**config.mk**
```make
export PLATFORM = sky130hd
export DESIGN_NAME = regbank_mp_flat
export DESIGN_NICKNAME = d
export VERILOG_FILES = /design/src/rtl/regbank_mp_pkg.sv /design/src/rtl/regbank_mp_if.sv /design/src/rtl/regbank_mp_rdport.sv /design/src/rtl/regbank_mp.sv /design/src/flat_wrapper.sv
export SDC_FILE = /design/constraint.sdc
export NUM_CORES = 1
export LEC_CHECK = 0
export BUFFER_PORTS_ARGS = -buffer_cell sky130_fd_sc_hd__buf_2
export CAP_MARGIN = 20
export CORE_MARGIN = 1.5
export CORE_UTILIZATION = 49
export CTS_CLUSTER_DIAMETER = 150
export DETAILED_ROUTE_END_ITERATION = 10
export HOLD_SLACK_MARGIN = 0.05
export PLACE_DENSITY = 0.75
export SLEW_MARGIN = 25
export SYNTH_ARGS = -nofsm -noshare
export SYNTH_HDL_FRONTEND = slang
export SYNTH_SLANG_ARGS = --single-unit
```
**constraint.sdc**
```tcl
create_clock -name clk -period 24.8 [get_ports clk]
set_input_delay 4.96 -clock clk [delete_from_list [all_inputs] [get_ports clk]]
set_output_delay 4.96 -clock clk [all_outputs]
set_load 0.05 [all_outputs]
```
**src/rtl/regbank_mp_pkg.sv**
```systemverilog
// Shared types and helpers for the multi-port register bank.
package regbank_pkg;

  localparam int DEF_DATA_W = 32;
  localparam int DEF_NREGS  = 16;
  localparam int DEF_NRD    = 2;
  localparam int PC_IDX     = DEF_NREGS - 1;

  typedef enum logic {
    IDLE = 1'b0,
    WAIT = 1'b1
  } rd_state_t;

  typedef enum logic [1:0] {
    FWD_MEM = 2'd0,
    FWD_WR  = 2'd1,
    FWD_PC  = 2'd2
  } fwd_sel_t;

  // Source of a register's post-edge value: writeback beats PC load beats array.
  function automatic fwd_sel_t fwd_sel(input logic wr_hit, input logic pc_load, input logic is_pc);
    if (wr_hit)
      return FWD_WR;
    else if (pc_load && is_pc)
      return FWD_PC;
    else
      return FWD_MEM;
  endfunction

endpackage

```
**src/rtl/regbank_mp_if.sv**
```systemverilog
// Decoder/fetch/writeback bus into the register bank.
interface regbank_mp_if #(
  parameter int DATA_W = 32,
  parameter int NREGS  = 16,
  parameter int NRD    = 2
);
  localparam int AW = $clog2(NREGS);

  logic [NRD-1:0]        rdReqIn;
  logic [NRD*AW-1:0]     rdAddrIn;
  logic [NRD-1:0]        rdAckOut;
  logic [NRD*DATA_W-1:0] rdDataOut;
  logic                  rsvValidIn;
  logic [AW-1:0]         rsvAddrIn;
  logic                  wrEnIn;
  logic [AW-1:0]         wrAddrIn;
  logic [DATA_W-1:0]     wrDataIn;
  logic                  pcLoadIn;
  logic [DATA_W-1:0]     pcIn;
  logic [DATA_W-1:0]     pcOut;
  logic [NREGS-1:0]      busyOut;

  modport master (
    output rdReqIn, rdAddrIn, rsvValidIn, rsvAddrIn, wrEnIn, wrAddrIn, wrDataIn, pcLoadIn, pcIn,
    input  rdAckOut, rdDataOut, pcOut, busyOut
  );

  modport slave (
    input  rdReqIn, rdAddrIn, rsvValidIn, rsvAddrIn, wrEnIn, wrAddrIn, wrDataIn, pcLoadIn, pcIn,
    output rdAckOut, rdDataOut, pcOut, busyOut
  );
endinterface

```
**src/rtl/regbank_mp_rdport.sv**
```systemverilog
// One toggle-handshake read port: captures an address, stalls on busy, forwards same-cycle updates.
//   state | meaning
//   IDLE  | waiting for rdReqIn to differ from the last-seen request
//   WAIT  | address captured; ack once the register is free or released this cycle
module regbank_rdport
  import regbank_pkg::*;
#(
  parameter int  DATA_W = DEF_DATA_W,
  parameter int  NREGS  = DEF_NREGS,
  localparam int AW     = $clog2(NREGS)
) (
  input  logic              clk,
  input  logic              rst,
  input  logic              i_req,
  input  logic [AW-1:0]     i_addr,
  input  logic              i_wr_en,
  input  logic [AW-1:0]     i_wr_addr,
  input  logic [DATA_W-1:0] i_wr_data,
  input  logic              i_pc_load,
  input  logic [DATA_W-1:0] i_pc_data,
  input  logic [DATA_W-1:0] i_mem_val,
  input  logic              i_in_rng,
  input  logic              i_busy,
  input  logic              i_busy_next,
  output logic [AW-1:0]     o_addr,
  output logic              o_ack,
  output logic [DATA_W-1:0] o_data
);

  localparam logic [AW-1:0] PC_A = AW'(NREGS - 1);

  rd_state_t         r_state;
  logic              r_seen;
  logic [AW-1:0]     r_addr;
  logic              r_ack;
  logic [DATA_W-1:0] r_data;

  logic              w_wr_hit;
  logic              w_ready;
  logic [DATA_W-1:0] w_fwd;

  assign w_wr_hit = i_wr_en && (i_wr_addr == r_addr);
  // A write that is not re-reserved in the same cycle releases a stalled reader.
  assign w_ready  = !i_in_rng || !i_busy || (w_wr_hit && !i_busy_next);

  always_comb begin
    w_fwd = i_mem_val;
    case (fwd_sel(w_wr_hit, i_pc_load, r_addr == PC_A))
      FWD_WR:  w_fwd = i_wr_data;
      FWD_PC:  w_fwd = i_pc_data;
      default: w_fwd = i_mem_val;
    endcase
    if (!i_in_rng)
      w_fwd = '0;
  end

  always_ff @(posedge clk or posedge rst) begin
    if (rst) begin
      r_state <= IDLE;
      r_seen  <= 1'b0;
      r_addr  <= '0;
      r_ack   <= 1'b0;
      r_data  <= '0;
    end else begin
      case (r_state)
        IDLE: begin
          if (i_req != r_seen) begin
            r_seen  <= i_req;
            r_addr  <= i_addr;
            r_state <= WAIT;
          end
        end
        WAIT: begin
          if (w_ready) begin
            r_ack   <= i_req;
            r_data  <= w_fwd;
            r_state <= IDLE;
          end
        end
        default: r_state <= IDLE;
      endcase
    end
  end

  assign o_addr = r_addr;
  assign o_ack  = r_ack;
  assign o_data = r_data;

endmodule

```
**src/rtl/regbank_mp.sv**
```systemverilog
// Register bank with PC, busy scoreboard, one writeback port and NRD toggle-handshake read ports.
module regbank_mp
  import regbank_pkg::*;
#(
  parameter int  DATA_W = DEF_DATA_W,
  parameter int  NREGS  = DEF_NREGS,
  parameter int  NRD    = DEF_NRD,
  localparam int AW     = $clog2(NREGS)
) (
  input  logic     clk,
  input  logic     rst,
  regbank_mp_if.slave bus
);

  localparam int            PCI  = NREGS - 1;
  localparam logic [AW-1:0] PC_A = AW'(NREGS - 1);

  logic [DATA_W-1:0]     r_mem [NREGS];
  logic [NREGS-1:0]      r_busy;
  logic [DATA_W-1:0]     r_pc_out;

  logic                  w_wr_ok;
  logic                  w_rsv_ok;
  logic                  w_pc_wr;
  logic [NREGS-1:0]      w_busy_next;
  logic [NRD-1:0]        w_ack;
  logic [NRD*DATA_W-1:0] w_rdata;

  assign w_wr_ok  = bus.wrEnIn && (32'(bus.wrAddrIn) < NREGS);
  assign w_rsv_ok = bus.rsvValidIn && (32'(bus.rsvAddrIn) < NREGS);
  assign w_pc_wr  = w_wr_ok && (bus.wrAddrIn == PC_A);

  // Reserve is applied after the clear so a same-cycle reservation wins.
  always_comb begin
    w_busy_next = r_busy;
    if (w_wr_ok)
      w_busy_next[bus.wrAddrIn] = 1'b0;
    if (w_rsv_ok)
      w_busy_next[bus.rsvAddrIn] = 1'b1;
  end

  always_ff @(posedge clk or posedge rst) begin
    if (rst) begin
      for (int k = 0; k < NREGS; k++)
        r_mem[k] <= '0;
      r_pc_out <= '0;
    end else begin
      if (w_wr_ok)
        r_mem[bus.wrAddrIn] <= bus.wrDataIn;
      if (bus.pcLoadIn && !w_pc_wr)
        r_mem[PCI] <= bus.pcIn;
      r_pc_out <= r_mem[PCI];
    end
  end

  always_ff @(posedge clk or posedge rst) begin
    if (rst)
      r_busy <= '0;
    else
      r_busy <= w_busy_next;
  end

  for (genvar g = 0; g < NRD; g++) begin : g_rd
    logic [AW-1:0]     w_addr;
    logic              w_rng;
    logic              w_busy;
    logic              w_busy_nx;
    logic [DATA_W-1:0] w_mem_val;

    assign w_rng     = 32'(w_addr) < NREGS;
    assign w_busy    = w_rng ? r_busy[w_addr] : 1'b0;
    assign w_busy_nx = w_rng ? w_busy_next[w_addr] : 1'b0;
    assign w_mem_val = w_rng ? r_mem[w_addr] : '0;

    regbank_rdport #(
      .DATA_W (DATA_W),
      .NREGS  (NREGS)
    ) u_rdport (
      .clk         (clk),
      .rst         (rst),
      .i_req       (bus.rdReqIn[g]),
      .i_addr      (bus.rdAddrIn[g*AW +: AW]),
      .i_wr_en     (w_wr_ok),
      .i_wr_addr   (bus.wrAddrIn),
      .i_wr_data   (bus.wrDataIn),
      .i_pc_load   (bus.pcLoadIn),
      .i_pc_data   (bus.pcIn),
      .i_mem_val   (w_mem_val),
      .i_in_rng    (w_rng),
      .i_busy      (w_busy),
      .i_busy_next (w_busy_nx),
      .o_addr      (w_addr),
      .o_ack       (w_ack[g]),
      .o_data      (w_rdata[g*DATA_W +: DATA_W])
    );
  end

  assign bus.rdAckOut  = w_ack;
  assign bus.rdDataOut = w_rdata;
  assign bus.pcOut     = r_pc_out;
  assign bus.busyOut   = r_busy;

endmodule

```
**src/flat_wrapper.sv**
```systemverilog
// flat-port wrapper written by rule: the top's interface ports become plain ports
module regbank_mp_flat import regbank_pkg::*;
#(
  parameter int  DATA_W = DEF_DATA_W,
  parameter int  NREGS  = DEF_NREGS,
  parameter int  NRD    = DEF_NRD,
  localparam int AW     = $clog2(NREGS)
)
  (clk, rst, bus_rdReqIn, bus_rdAddrIn, bus_rsvValidIn, bus_rsvAddrIn, bus_wrEnIn, bus_wrAddrIn, bus_wrDataIn, bus_pcLoadIn, bus_pcIn, bus_rdAckOut, bus_rdDataOut, bus_pcOut, bus_busyOut);
  regbank_mp_if #(.DATA_W(DATA_W), .NREGS(NREGS), .NRD(NRD)) bus_i ();
  input  logic clk;
  input  logic rst;
  input wire logic [$bits(bus_i.rdReqIn)-1:0] bus_rdReqIn;
  input wire logic [$bits(bus_i.rdAddrIn)-1:0] bus_rdAddrIn;
  input wire logic [$bits(bus_i.rsvValidIn)-1:0] bus_rsvValidIn;
  input wire logic [$bits(bus_i.rsvAddrIn)-1:0] bus_rsvAddrIn;
  input wire logic [$bits(bus_i.wrEnIn)-1:0] bus_wrEnIn;
  input wire logic [$bits(bus_i.wrAddrIn)-1:0] bus_wrAddrIn;
  input wire logic [$bits(bus_i.wrDataIn)-1:0] bus_wrDataIn;
  input wire logic [$bits(bus_i.pcLoadIn)-1:0] bus_pcLoadIn;
  input wire logic [$bits(bus_i.pcIn)-1:0] bus_pcIn;
  output wire logic [$bits(bus_i.rdAckOut)-1:0] bus_rdAckOut;
  output wire logic [$bits(bus_i.rdDataOut)-1:0] bus_rdDataOut;
  output wire logic [$bits(bus_i.pcOut)-1:0] bus_pcOut;
  output wire logic [$bits(bus_i.busyOut)-1:0] bus_busyOut;
  assign bus_i.rdReqIn = bus_rdReqIn;
  assign bus_i.rdAddrIn = bus_rdAddrIn;
  assign bus_i.rsvValidIn = bus_rsvValidIn;
  assign bus_i.rsvAddrIn = bus_rsvAddrIn;
  assign bus_i.wrEnIn = bus_wrEnIn;
  assign bus_i.wrAddrIn = bus_wrAddrIn;
  assign bus_i.wrDataIn = bus_wrDataIn;
  assign bus_i.pcLoadIn = bus_pcLoadIn;
  assign bus_i.pcIn = bus_pcIn;
  assign bus_rdAckOut = bus_i.rdAckOut;
  assign bus_rdDataOut = bus_i.rdDataOut;
  assign bus_pcOut = bus_i.pcOut;
  assign bus_busyOut = bus_i.busyOut;
  regbank_mp #(.DATA_W(DATA_W), .NREGS(NREGS), .NRD(NRD)) u_core (.clk(clk), .rst(rst), .bus(bus_i));
endmodule
```
==> metrics.md <==
| Metric | Value |
|---|---|
| Final Skew | `0.01853 ns` |
| Proportion of synthesized chip area in sequential cells | `0.4715` |
| RD Place Congestion | `0.9036` |
| Crit path time final | `7.619 ns` |
| Worst-path fanout max | `33` |
| Switch share | `0.4115` |
| Combined global-route utilization of all metal layers | `0.3147` |
| Clk pwr share | `0.205` |
| CTS Buf Count | `67` |
| Post-synthesis share of cell area spent on full adders, half adders and majority gates | `0` |
| Transition at the pin with the smallest max-transition slack | `1.191 ns` |
| Drt wl/cell | `30.26 um` |
| Largest net degree at the start of global routing | `120` |
| Switch Pwr | `2.035 mW` |
| Main combinational cell family by area after synthesis | `multiplexers` |
| Dpl ws | `15.94 ns` |
| Detailed placer's ending HPWL | `66.61 mm` |
| Number of nets at the end of the flow | `2,837` |
| Number of enable-type register cells in the synthesized netlist | `0` |
| Number of failing hold endpoints at the final stage | `0` |
| Slew Limit Headroom | `0.2058` |
| IO Port Bufs | `200` |
| Die outline width | `265.9 um` |
| Power density over the cells | `130.8 mW/mm^2` |
| Buffer depth of the longest clock path | `3` |
| First DRT Iteration DRCs | `2,536` |
| ANT nets after route | `0` |
| Compound-cell area share of the yosys netlist | `0.08133` |
| Number of nets produced by synthesis | `2,747` |
| Global-route wire length before repair | `166.4 mm` |
| Total detailed-routing wirelength | `111.5 mm` |
| Sort of element at the end of the critical path | `flop` |
| Result of the run | `finished clean` |
| Final worst-path cycle share | `0.3072` |
| Max-Cap Viols | `0` |
| DIE AREA | `0.07069 mm^2` |
| #FFs+latches synth | `638` |
| Combinational power share | `0.473` |
| Share of layout cells above drive strength 1 | `0.4214` |
| Post-Synth XOR/XNOR Area | `0.003104` |
| Worst hold path type | `reg2reg` |
| Via count of the first global-routing pass | `26,130` |
| Crit path setup slack, layout | `17.18 ns` |
| Sequential power share | `0.321` |
| Highest attainable clock frequency | `131.3 MHz` |
| Endpoint arrival time on the critical path | `8.11 ns` |
| CTS tree | `built` |
| Number of antenna violations at the first check in global routing | `5` |
| Static leakage power | `16.17 nW` |
| Asr flop ratio synth | `1.000` |
| Placeable core region | `0.06847 mm^2` |
| Finish-stage setup viols | `0` |
| Number of ports placed on the die boundary | `201` |
| Total grt overflow | `0` |
| Largest vdd supply drop | `0.08018 mV` |
| Cell row count | `96` |
| Top FF cell, synth | `sky130_fd_sc_hd__dfrtp_1` |
| Post-synthesis mux area share | `0.3618` |
| Vias post-DR | `25,190` |
| Residual DRC | `0` |
| Kind of launch point of the worst setup path | `input port` |
| Count of clock tree sinks | `638` |
| Average size of a mapped cell | `12.73 um^2` |
| Gate count after technology mapping | `2,660` |
| Clk slew on worst S/H paths | `0.07 ns` |
| Deepest level of the CTS H-tree | `3` |
| Number of fillers in the final layout | `5,535` |
| Slew Limit Fails | `0` |
| Post-CTS setup buffer count | `0` |
| Post-cts repair resize count | `0` |
| Hold_buf cts | `0` |
| Unrepaired setup endpoints after global routing | `no` |
| First-pass iteration count of the detailed router | `6` |
| Netlist area before placement | `0.03386 mm^2` |
| Via/cell ratio | `6.840` |
| Die Span Y | `265.9 um` |
| Clk Tree Root Cell | `sky130_fd_sc_hd__clkbuf_16` |
| Library cells used by synthesis | `61` |
| Synthesis Warnings | `0` |
| Worst-Skew Late Latency | `0.62 ns` |
| Final sum of negative setup slack | `0 ns` |
| Cell Int Power | `2.911 mW` |
| Starting Density | `0.4946` |
| Area share of and/or/nand/nor cells after synthesis | `0.04937` |
| Category of the most critical setup path | `in2reg` |
| Worst Path Required | `25.29 ns` |
| Area growth, synth to finish | `11.67%` |
-- final timing paths --
check	startpoint	endpoint	slack, ns	cells after the start
max in group asynchronous	rst	u_core.r_mem[21]$_DFFE_PP0P_	17.34	5
hold reg to reg	u_core.r_mem[3]$_DFFE_PP0P_	u_core.bus.pcOut[3]$_DFF_PP0_	0.43	0
min in group asynchronous	rst	u_core.g_rd[0].u_rdport.o_addr[2]$_DFFE_PP0P_	4.46	2
setup / recovery	bus_wrAddrIn[3]	u_core.g_rd[1].u_rdport.o_data[18]$_DFFE_PP0P_	17.18	10
hold / removal	u_core.r_mem[3]$_DFFE_PP0P_	u_core.bus.pcOut[3]$_DFF_PP0_	0.43	0
setup reg to reg	u_core.g_rd[0].u_rdport.o_addr[1]$_DFFE_PP0P_	u_core.g_rd[0].u_rdport.o_data[15]$_DFFE_PP0P_	19.96	9
-- kinds of logic after synthesis --
group           count (synthesis)
mux                           974
compound gates                414
buf+inv                       266
simple gates                  356
xor+xnor                       12
flops                         638
-- metal layers --
layer / share of wire / global-route usage
met1: 0.38 / 0.3973
met2: 0.47 / 0.4980
met3: 0.099 / 0.07560
met4: 0.058 / 0.1775
met5: 0.00040 / 0
-- through the flow --
stage / cells / hold slack, ns / total power, mW / util / instance area (um^2)
after detailed placement: 3563 / 0.4064 / 3.888 / 0.5199 / 35590
after global placement: 3563 / 0.3870 / 3.815 / 0.5198 / 35590
final: 3683 / 0.4261 / 4.947 / 0.5523 / 37810
after global routing: 3683 / 0.4342 / 5.136 / 0.5523 / 37810
after CTS: 3682 / 0.4168 / 4.913 / 0.5519 / 37790
after floorplan: 2660 / 0.3620 / 3.201 / - / 33860
-- cell usage in the layout, fill, tap and decap left out, types with 21 or more instances in the layout --
| cell | synthesis | final |
|---|---|---|
| sky130_fd_sc_hd__o22ai_1 | 53 | 53 |
| sky130_fd_sc_hd__a221oi_1 | 44 | 44 |
| sky130_fd_sc_hd__buf_2 | 50 | 200 |
| sky130_fd_sc_hd__clkbuf_16 | 0 | 70 |
| sky130_fd_sc_hd__nor2b_1 | 33 | 30 |
| sky130_fd_sc_hd__inv_1 | 22 | 21 |
| sky130_fd_sc_hd__o21ai_0 | 103 | 103 |
| sky130_fd_sc_hd__mux2i_1 | 199 | 199 |
| sky130_fd_sc_hd__nand2_1 | 151 | 144 |
| sky130_fd_sc_hd__mux2_2 | 632 | 632 |
| sky130_fd_sc_hd__buf_4 | 8 | 57 |
| sky130_fd_sc_hd__nor2_1 | 71 | 59 |
| sky130_fd_sc_hd__dfrtp_1 | 638 | 631 |
| sky130_fd_sc_hd__a31oi_1 | 21 | 21 |
| sky130_fd_sc_hd__nand3_1 | 27 | 26 |
| sky130_fd_sc_hd__mux4_2 | 136 | 136 |
| sky130_fd_sc_hd__a21oi_1 | 75 | 75 |
-- state kept, by name, indices dropped and copies added, names as in the netlist --
| register | flops |
|---|---|
| u_core.r_mem | 512 |
| u_core.g_rd.u_rdport.o_data | 64 |
| u_core.bus.pcOut | 32 |
| u_core.bus.busyOut | 16 |
| u_core.g_rd.u_rdport.o_addr | 8 |
| u_core.g_rd.u_rdport.o_ack | 2 |
| u_core.g_rd.u_rdport.r_seen | 2 |
| u_core.g_rd.u_rdport.r_state | 2 |
-- power by group through the flow --
stage	Combinational [mW]	Sequential, mW	Clock (mW)
final	2.34	1.59	1.02
after detailed placement	2.29	1.59	0
after floorplan	1.54	1.66	0
after global routing	2.45	1.62	1.06
after CTS	2.31	1.58	1.03
after global placement	2.25	1.57	0
-- synthesized netlist by cell type (all sizes together), types with 2 or more instances --
cell type,count,area share
nor3b,8,0.0018
a21oi,75,0.011
o31ai,3,0.0015
nor2,71,0.0079
o221ai,11,0.0028
o21a,2,0.00044
clkbuf,142,0.016
or3,3,0.00055
and2,3,0.00055
a2bb2oi,2,0.00052
xor2,7,0.0018
a31oi,21,0.0039
mux2i,199,0.059
nand2,151,0.017
a311oi,3,0.00078
mux4,136,0.090
and3b,2,0.00052
a221oi,44,0.011
nor3,10,0.0015
a221o,7,0.0021
a22o,18,0.0047
o311ai,2,0.00052
o22a,2,0.00052
or2,3,0.00055
a211oi,18,0.0040
a22oi,12,0.0027
dfrtp,638,0.47
and3,16,0.0030
or3b,3,0.00078
o22ai,53,0.0098
nand3b,8,0.0018
o21ai,103,0.015
o211ai,14,0.0031
nand3,28,0.0043
o2111ai,2,0.00052
nand2b,13,0.0024
inv,22,0.0024
xnor2,5,0.0013
nor2b,33,0.0061
a2111oi,17,0.0046
buf,101,0.015
mux2,639,0.21
-- worst max-delay path: stages --
cell and delay, ns:
sky130_fd_sc_hd__buf_2 0.17, sky130_fd_sc_hd__nand3_2 0.24, sky130_fd_sc_hd__or3_2 0.47, sky130_fd_sc_hd__buf_4 0.38
sky130_fd_sc_hd__a22o_1 0.37, sky130_fd_sc_hd__mux2i_1 0.22, sky130_fd_sc_hd__o2111ai_1 0.19, sky130_fd_sc_hd__o31ai_4 0.33
sky130_fd_sc_hd__buf_4 0.35, sky130_fd_sc_hd__mux2_2 0.39
-- layout make-up --
cell class              instances  area (um^2)  area share
diodes                          1        2.502  0.00006618
multi-input cells            1756        16910      0.4471
flip-flops and latches        638        15990      0.4228
inverters                      23        93.84    0.002482
well taps                     882         1104     0.02918
clock buffers                 102         2022     0.05347
clock inverters                17        172.7    0.004566
repair buffers                264         1525     0.04033
No activity file was read; power rests on OpenSTA's default activity.
